===== config.mk =====
export PLATFORM = sky130hd
export DESIGN_NAME = td4_fetch_unit_flat
export DESIGN_NICKNAME = d
export VERILOG_FILES = /design/src/rtl/td4_fetch_unit_if.sv /design/src/rtl/td4_fetch_unit.sv /design/src/flat_wrapper.sv
export SDC_FILE = /design/constraint.sdc
export NUM_CORES = 1
export LEC_CHECK = 0
export BUFFER_PORTS_ARGS = -buffer_cell sky130_fd_sc_hd__buf_2
export CORE_ASPECT_RATIO = 1.4
export CORE_UTILIZATION = 54
export CTS_BUF_LIST = sky130_fd_sc_hd__clkbuf_4 sky130_fd_sc_hd__clkbuf_8 sky130_fd_sc_hd__clkbuf_16
export DETAILED_ROUTE_END_ITERATION = 7
export GPL_TIMING_DRIVEN = 0
export PLACE_DENSITY = 0.86
export SETUP_SLACK_MARGIN = 0.1
export SLEW_MARGIN = 20
export SYNTH_ARGS = -nofsm -noshare
export SYNTH_HDL_FRONTEND = slang
export SYNTH_SLANG_ARGS = --single-unit

===== constraint.sdc =====
create_clock -name clk_i -period 2 [get_ports clk_i]
set_input_delay 0.4 -clock clk_i [delete_from_list [all_inputs] [get_ports clk_i]]
set_output_delay 0.4 -clock clk_i [all_outputs]
set_load 0.05 [all_outputs]

===== src/rtl/td4_fetch_unit_if.sv =====
// Bus bundle between the TD4 fetch unit and its controller/decoder side.
// The slave modport is the fetch unit; the master modport drives program load and run control.
interface td4_fetch_unit_if;
  logic       progWe_i;
  logic [3:0] progAddr_i;
  logic [7:0] progData_i;
  logic       run_i;
  logic       step_i;
  logic       ldPc_i;
  logic       carryIn_i;
  logic [3:0] opcode_o;
  logic [3:0] imm_o;
  logic       cflg_o;
  logic [3:0] pc_o;
  logic       exec_o;
  logic       halted_o;

  modport slave (
    input  progWe_i, progAddr_i, progData_i, run_i, step_i, ldPc_i, carryIn_i,
    output opcode_o, imm_o, cflg_o, pc_o, exec_o, halted_o
  );

  modport master (
    output progWe_i, progAddr_i, progData_i, run_i, step_i, ldPc_i, carryIn_i,
    input  opcode_o, imm_o, cflg_o, pc_o, exec_o, halted_o
  );
endinterface


===== src/rtl/td4_fetch_unit.sv =====
// TD4 fetch unit: program memory, PC, instruction register and carry flag,
// sequencing every instruction through a FETCH/EXEC cycle pair.
module td4_fetch_unit #(
  parameter logic [3:0] RESET_PC      = 4'h0,
  parameter bit         MEM_INIT_ZERO = 1'b1
) (
  input  logic              clk_i,
  input  logic              rst_i,
  td4_fetch_unit_if.slave   bus
);

  typedef enum logic [1:0] {
    IDLE  = 2'd0,
    FETCH = 2'd1,
    EXEC  = 2'd2
  } state_t;

  localparam logic [7:0] MEM_INIT_VAL = MEM_INIT_ZERO ? 8'h00 : 8'hxx;

  // Power-up contents only; reset deliberately leaves the program intact.
  logic [7:0] mem_q [16] = '{default: MEM_INIT_VAL};

  state_t     state_q, state_d;
  logic [3:0] pc_q, pc_d;
  logic [7:0] ir_q, ir_d;
  logic       cflg_q, cflg_d;

  always_ff @(posedge clk_i) begin
    if (state_q == IDLE && bus.progWe_i) begin
      mem_q[bus.progAddr_i] <= bus.progData_i;
    end
  end

  always_ff @(posedge clk_i) begin
    if (rst_i) begin
      state_q <= IDLE;
      pc_q    <= RESET_PC;
      ir_q    <= 8'h00;
      cflg_q  <= 1'b0;
    end else begin
      state_q <= state_d;
      pc_q    <= pc_d;
      ir_q    <= ir_d;
      cflg_q  <= cflg_d;
    end
  end

  always_comb begin
    state_d = state_q;
    pc_d    = pc_q;
    ir_d    = ir_q;
    cflg_d  = cflg_q;
    unique case (state_q)
      IDLE: begin
        if (bus.run_i || bus.step_i) begin
          state_d = FETCH;
        end
      end
      FETCH: begin
        ir_d    = mem_q[pc_q];
        state_d = EXEC;
      end
      EXEC: begin
        // A dropped RUN still lets this instruction retire before halting.
        pc_d    = bus.ldPc_i ? ir_q[3:0] : pc_q + 4'd1;
        cflg_d  = bus.carryIn_i;
        state_d = bus.run_i ? FETCH : IDLE;
      end
      default: begin
        state_d = IDLE;
      end
    endcase
  end

  assign bus.opcode_o = ir_q[7:4];
  assign bus.imm_o    = ir_q[3:0];
  assign bus.cflg_o   = cflg_q;
  assign bus.pc_o     = pc_q;
  assign bus.exec_o   = (state_q == EXEC);
  assign bus.halted_o = (state_q == IDLE);

endmodule


===== src/flat_wrapper.sv =====
// flat-port wrapper written by rule: the top's interface ports become plain ports
module td4_fetch_unit_flat 
#(
  parameter logic [3:0] RESET_PC      = 4'h0,
  parameter bit         MEM_INIT_ZERO = 1'b1
)
  (clk_i, rst_i, bus_progWe_i, bus_progAddr_i, bus_progData_i, bus_run_i, bus_step_i, bus_ldPc_i, bus_carryIn_i, bus_opcode_o, bus_imm_o, bus_cflg_o, bus_pc_o, bus_exec_o, bus_halted_o);
  td4_fetch_unit_if bus_i ();
  input  logic clk_i;
  input  logic rst_i;
  input wire logic [$bits(bus_i.progWe_i)-1:0] bus_progWe_i;
  input wire logic [$bits(bus_i.progAddr_i)-1:0] bus_progAddr_i;
  input wire logic [$bits(bus_i.progData_i)-1:0] bus_progData_i;
  input wire logic [$bits(bus_i.run_i)-1:0] bus_run_i;
  input wire logic [$bits(bus_i.step_i)-1:0] bus_step_i;
  input wire logic [$bits(bus_i.ldPc_i)-1:0] bus_ldPc_i;
  input wire logic [$bits(bus_i.carryIn_i)-1:0] bus_carryIn_i;
  output wire logic [$bits(bus_i.opcode_o)-1:0] bus_opcode_o;
  output wire logic [$bits(bus_i.imm_o)-1:0] bus_imm_o;
  output wire logic [$bits(bus_i.cflg_o)-1:0] bus_cflg_o;
  output wire logic [$bits(bus_i.pc_o)-1:0] bus_pc_o;
  output wire logic [$bits(bus_i.exec_o)-1:0] bus_exec_o;
  output wire logic [$bits(bus_i.halted_o)-1:0] bus_halted_o;
  assign bus_i.progWe_i = bus_progWe_i;
  assign bus_i.progAddr_i = bus_progAddr_i;
  assign bus_i.progData_i = bus_progData_i;
  assign bus_i.run_i = bus_run_i;
  assign bus_i.step_i = bus_step_i;
  assign bus_i.ldPc_i = bus_ldPc_i;
  assign bus_i.carryIn_i = bus_carryIn_i;
  assign bus_opcode_o = bus_i.opcode_o;
  assign bus_imm_o = bus_i.imm_o;
  assign bus_cflg_o = bus_i.cflg_o;
  assign bus_pc_o = bus_i.pc_o;
  assign bus_exec_o = bus_i.exec_o;
  assign bus_halted_o = bus_i.halted_o;
  td4_fetch_unit #(.RESET_PC(RESET_PC), .MEM_INIT_ZERO(MEM_INIT_ZERO)) u_core (.clk_i(clk_i), .rst_i(rst_i), .bus(bus_i));
endmodule

* Yosys cells after proc, flatten, opt, wreduce, memory -nomap -nowiden *
Memories as Yosys holds them, arrays and structs flattened. A register that Yosys moved wholly into a read port is not among the register bits.
Index checks and enable logic that the tools add are counted.

operators by class
  $add $sub $neg = 1
  reductions and logical operators = 3
  equality and inequality tests = 3
  mux-type cells = 6

operators with widths
  kind                                                                      number
  2-bit one-hot mux with 3 select lines                                     1
  4-bit by 1-bit adder with 4-bit output (second input constant)            1
  4-bit 2-to-1 mux                                                          1
  1-bit 2-to-1 mux                                                          3
  2-bit by 1-bit == test with 1-bit output (second input constant)          1
  2-bit == test (second input constant)                                     1
  2-bit zero test                                                           1
  2-bit 2-to-1 mux                                                          1
  2-bit by 1-bit inequality test with 1-bit output (second input constant)  1
  1-bit logical AND                                                         1
  1-bit logical OR                                                          1

word-level totals
  logic and storage cells = 17
  memories = 1
  output and inout port bits = 15
  memory bits (writable) = 128
  input bits = 19
  bits in registers = 7

memories
  memory        depth  bits a word  rd ports  clocked after Yosys merged registers in  wr ports  line                  text
  u_core.mem_q  16     8            1         1                                        1         td4_fetch_unit.sv:21  logic [7:0] mem_q [16] = '{default: MEM_INIT_VAL};

* Logic depth before layout (Yosys ltp) *
  word-level depth = 4
  depth in mapped cells = 6
  mapped depth without buffers = 5

* Worst setup path after synthesis *
No wires, ideal clock.

  kind = register to register
  start = reg u_core.state_q[1]
  end = mem u_core.mem_q[0][0], enable pin
  arrival = 2.187 ns
  data required time = 1.617 ns
  path buffers = 0
  setup time = 0.383 ns
  period minus slack after synthesis = 2.570 ns
  cell stages (with the launch flop) = 5
  setup slack = -0.570 ns
  path through = dfxtp_1 nor2_1 nand2_1 or3_1 nor3_1

between the ends
  cells in the longest elaborated chain, start to end = 4

RTL lines
  what                                    line                  text
  start: declaration                      td4_fetch_unit.sv:23  state_t state_q, state_d;
  start signal: assignment                td4_fetch_unit.sv:41  state_q <= state_d;
  2-bit zero test                         -
  named net bus_halted_o                  flat_wrapper.sv:23    output wire logic [$bits(bus_i.halted_o)-1:0] bus_halted_o;
  1-bit logical AND                       td4_fetch_unit.sv:29  if (state_q == IDLE && bus.progWe_i) begin
  1-bit 2-to-1 mux                        td4_fetch_unit.sv:29
  1-bit 2-to-1 mux (not written as such)  td4_fetch_unit.sv:30  mem_q[bus.progAddr_i] <= bus.progData_i;
  end: declaration                        td4_fetch_unit.sv:21

The timed path passes the listed nets, and every way through them passes these cells.

* Final worst setup path *
  start = reg u_core.state_q[0]
  end = out bus_exec_o

between the ends
  cells in the longest elaborated chain, start to end = 1

RTL lines
  what              line                  text
  2-bit == test     td4_fetch_unit.sv:79  assign bus.exec_o = (state_q == EXEC);
  end: declaration  flat_wrapper.sv:22    output wire logic [$bits(bus_i.exec_o)-1:0] bus_exec_o;

Every way passes these cells.

==> results.md <==
* Status: finished clean
* Reg2reg start: u_core.state_q[1]
* CTS buffer count at 17
* I/O pin count at 34
* Max stage delay on crit path at approximately 0.43 ns
* Max-cap violations at 0
* Slew HR at 50.1%
* Post-synthesis cell count at 279
* Crit-path max FO at 8
* Hold Vio Cnt, Final at 0
* Clock latency on the worst-skew pair at 0.42 ns
* Number of global-route vias before repair at just under 3000
* Core footprint at between 0.009 and 0.01 mm²
* CTS tree: yes
* Register-to-Register Path Depth at 3
* P_leak at 2.17 nW
* Worst Setup Path Type: reg -> out
* Largest net degree at the start of global routing at 17
* Cell area after layout at 0.00665 mm²
* Hold Path Class: in -> reg
* Main synth FF type: edfxtp_1
* Ys async rst share at 0%
* Slew at the pin closest to its max-slew limit at around 0.75 ns
* Worst-path clk slew at 0.06 ns
* Total power draw at between 6 and 7 mW
* Area contributors post-synth: edfxtp_1, mux4_1, mux4_2
* Die area at 0.0107 mm²
* Syn_area_per_cell at between 15 and 20 µm²
* Total gr overflow at 0
* Post-synth EDFFs at approximately 130
* Top delay family on crit path: flip-flops
* Hold path startpoint: bus_carryIn_i
* Internal Power at 5.51 mW
* All-Layer GR Usage at around a quarter
* Hold path cells at 3
* Post-route antenna net violation count at 0
* Buffers on Ports at 31
* Startpoint types: flop
* Power density over the cells at 1050 mW/mm²
* P_sw at approximately 1.5 mW
* WL/cell at 23.4 µm
* RSZ-0062 raised after global routing: yes
* Share of the synthesized area in the top cell type at between 60% and 70%
* CP Buf/Inv Count at 2
* Die X at ~88 µm
* Cell Chain, Critical Path: nand2b_1 > clkinv_2 > buf_2
* Gate power share at about 5.0%
* Yosys cell types at 32
* Sequential share of the synthesized area at 74.6%
* Critical Path RT at approximately 1.6 ns
* Total Nets Final at between 300 and 400
* CTS max path bufs at 2
* Root Buffer: clkbuf_16
* Synthesized Nets at 299
* Layout area overhead at 19.7%
* Final setup violating endpoints at 0
* Setup Skew at 0.00822 ns
* Post-DP HPWL at 6990 µm
* Yosys warnings at 0
* Critical R2R Capture: u_core.mem_q[14][4]
* Hold worst-path end: u_core.bus.cflg_o
* CTS Sinks at approximately 140
* Via density at 6.07
* Flop2flop setup slack at roughly 0.10 ns
* Clock power frac at 47.7%
* First-pass GRT wire length at about 17000 µm
* Area leader, netlist: edfxtp_1
* Sw Share at 21.2%
* Mapped Area at about 0.0056 mm²
* Area after DPL at roughly 0.0059 mm²
* Post-layout util at approximately 67%
* Initial Util at ~56%
* CP Data Arrival Time at between 1.5 and 2 ns
* Slew Limit Fails at 0
* Synthesis-stage register bit count at roughly 140
* Peak supply drop at between 0.6 and 0.7 mV
* Final worst path period share at a little over nine tenths
* Rows at 43
* Total wire length at approximately 11000 µm
* Pre-antenna DRT Iters at 4
* # diodes at 0
* Shortest clock period the worst path allows after layout at roughly 1.9 ns
* H-tree levels at 4
* Fmax at 522 MHz
* Via count at 2903
* Seq pwr share at between 40% and 50%
* Initial antenna violation count at 0
* 1st-iter DRT viols at between 200 and 300
* Die Ht at around 120 µm
* DRC viols at 0
* CP max stage cell: dfxtp_1
* Layout cells sized above 1 at roughly 33%
* Setup TNS at 0 ns
* CP endpoint kind: primary output
* RePlAce Congestion at about 0.75
[cell usage after synthesis (all sizes together) (2+ instances only)]
master and n:
a22oi 9, clkbuf 2, nand2b 4, dfxtp 15
nand2 14, nand4b 2, a21oi 6, mux2i 9
nand3 2, nor2 16, nor3 6, buf 12
o21ai 2, o211ai 8, edfxtp 128, mux4 32
[worst min-delay path, delay by kind of cell]
family          cells  cell delay, ns
simple gates        1            0.05
buf+inv             1            0.09
compound gates      1            0.06
[flip-flops by register name (all words and copies together) (netlist names)]
name,count
u_core.mem_q,128
u_core.ir_q,8
u_core.bus.pc_o,4
u_core.state_q,2
u_core.bus.cflg_o,1
[per-stage QoR]
stage / instances / hold WS [ns] / worst slack [ns]
2_1_floorplan: 279 / 0.499 / 0.112
3_3_place_gp: 445 / 0.438 / -0.0250
3_5_place_dp: 445 / 0.464 / -0.0454
4_1_cts: 477 / 0.205 / -0.0503
5_1_grt: 478 / 0.231 / -0.0378
6_report: 478 / 0.233 / 0.0835
[layout make-up]
| type | instances | area [µm²] |
|---|---|---|
| flip-flops and latches | 143 | 4150 |
| fillers | 602 | 3300 |
| multi-input cells | 120 | 1410 |
| clock buffers | 17 | 425 |
| clock inverters | 15 | 213 |
| repair buffers | 32 | 175 |
| well taps | 135 | 169 |
| plain buffers | 14 | 98.8 |
| inverters | 2 | 8.76 |
[logic make-up after synthesis]
family | after synthesis | share of synthesized area (%)
multiplexers | 41 | 15.6
AO/OA/AOI/OAI | 29 | 3.56
buffers and inverters | 16 | 1.80
adder cells (fa/ha/maj) | 1 | 0.225
flip-flops | 143 | 74.6
AND/OR/NAND/NOR | 49 | 4.23
[power by group through the flow]
stage                     clock network, mW  logic, mW  registers, mW
after floorplan                           0      0.160           3.42
after global placement                    0      0.315           3.37
after detailed placement                  0      0.329           3.38
after CTS                              3.37      0.337           3.32
after global routing                   3.47      0.369           3.32
final                                  3.34      0.347           3.32
[layout by cell type (no fill, tap or decap), types with 2 or more instances in the layout]
| cell type | instances |
|---|---|
| dfxtp_1 | 14 |
| nand3_1 | 2 |
| nor2_1 | 5 |
| mux4_2 | 17 |
| nand2b_1 | 4 |
| a22oi_1 | 6 |
| nor3_1 | 2 |
| edfxtp_1 | 128 |
| buf_6 | 3 |
| clkinv_4 | 6 |
| clkbuf_16 | 17 |
| nand4b_1 | 2 |
| clkinv_2 | 2 |
| bufinv_16 | 4 |
| mux4_1 | 15 |
| nand2_1 | 14 |
| nor2_2 | 7 |
| o211ai_1 | 8 |
| nor2_4 | 4 |
| a21oi_1 | 6 |
| buf_2 | 37 |
| clkinvlp_4 | 2 |
| nor3_4 | 3 |
| a22oi_2 | 3 |
| mux2i_1 | 9 |
| o21ai_0 | 2 |
[layer usage]
metal / vias up / track usage [%] / wire length, µm
met4: 0 / 15.3 / 466
met1: 1477 / 28.8 / 4270
met2: 131 / 37.6 / 5790
met5: - / 0 / 0
li1: 1267 / - / -
met3: 28 / 6.44 / 666
[worst max path at each step]
stage	startpoint	end	slack (ns)	depth (start not counted)
2_1_floorplan	u_core.state_q[1]	u_core.mem_q[12][0]	0.11	4
3_3_place_gp	u_core.state_q[1]	u_core.mem_q[4][1]	-0.02	4
3_5_place_dp	u_core.state_q[1]	u_core.mem_q[12][3]	-0.05	4
4_1_cts	u_core.state_q[1]	u_core.mem_q[8][4]	-0.05	4
5_1_grt	u_core.state_q[1]	u_core.mem_q[14][4]	-0.04	3
6_report	u_core.state_q[0]	bus_exec_o	0.08	3
[timing repair]
action,CTS,global route
setup buffers,0,1
hold buffers,0,0
pin swaps,0,1
resized for setup,8,14
setup endpoints to repair,52,108
Power figures use the tool's default switching activity.
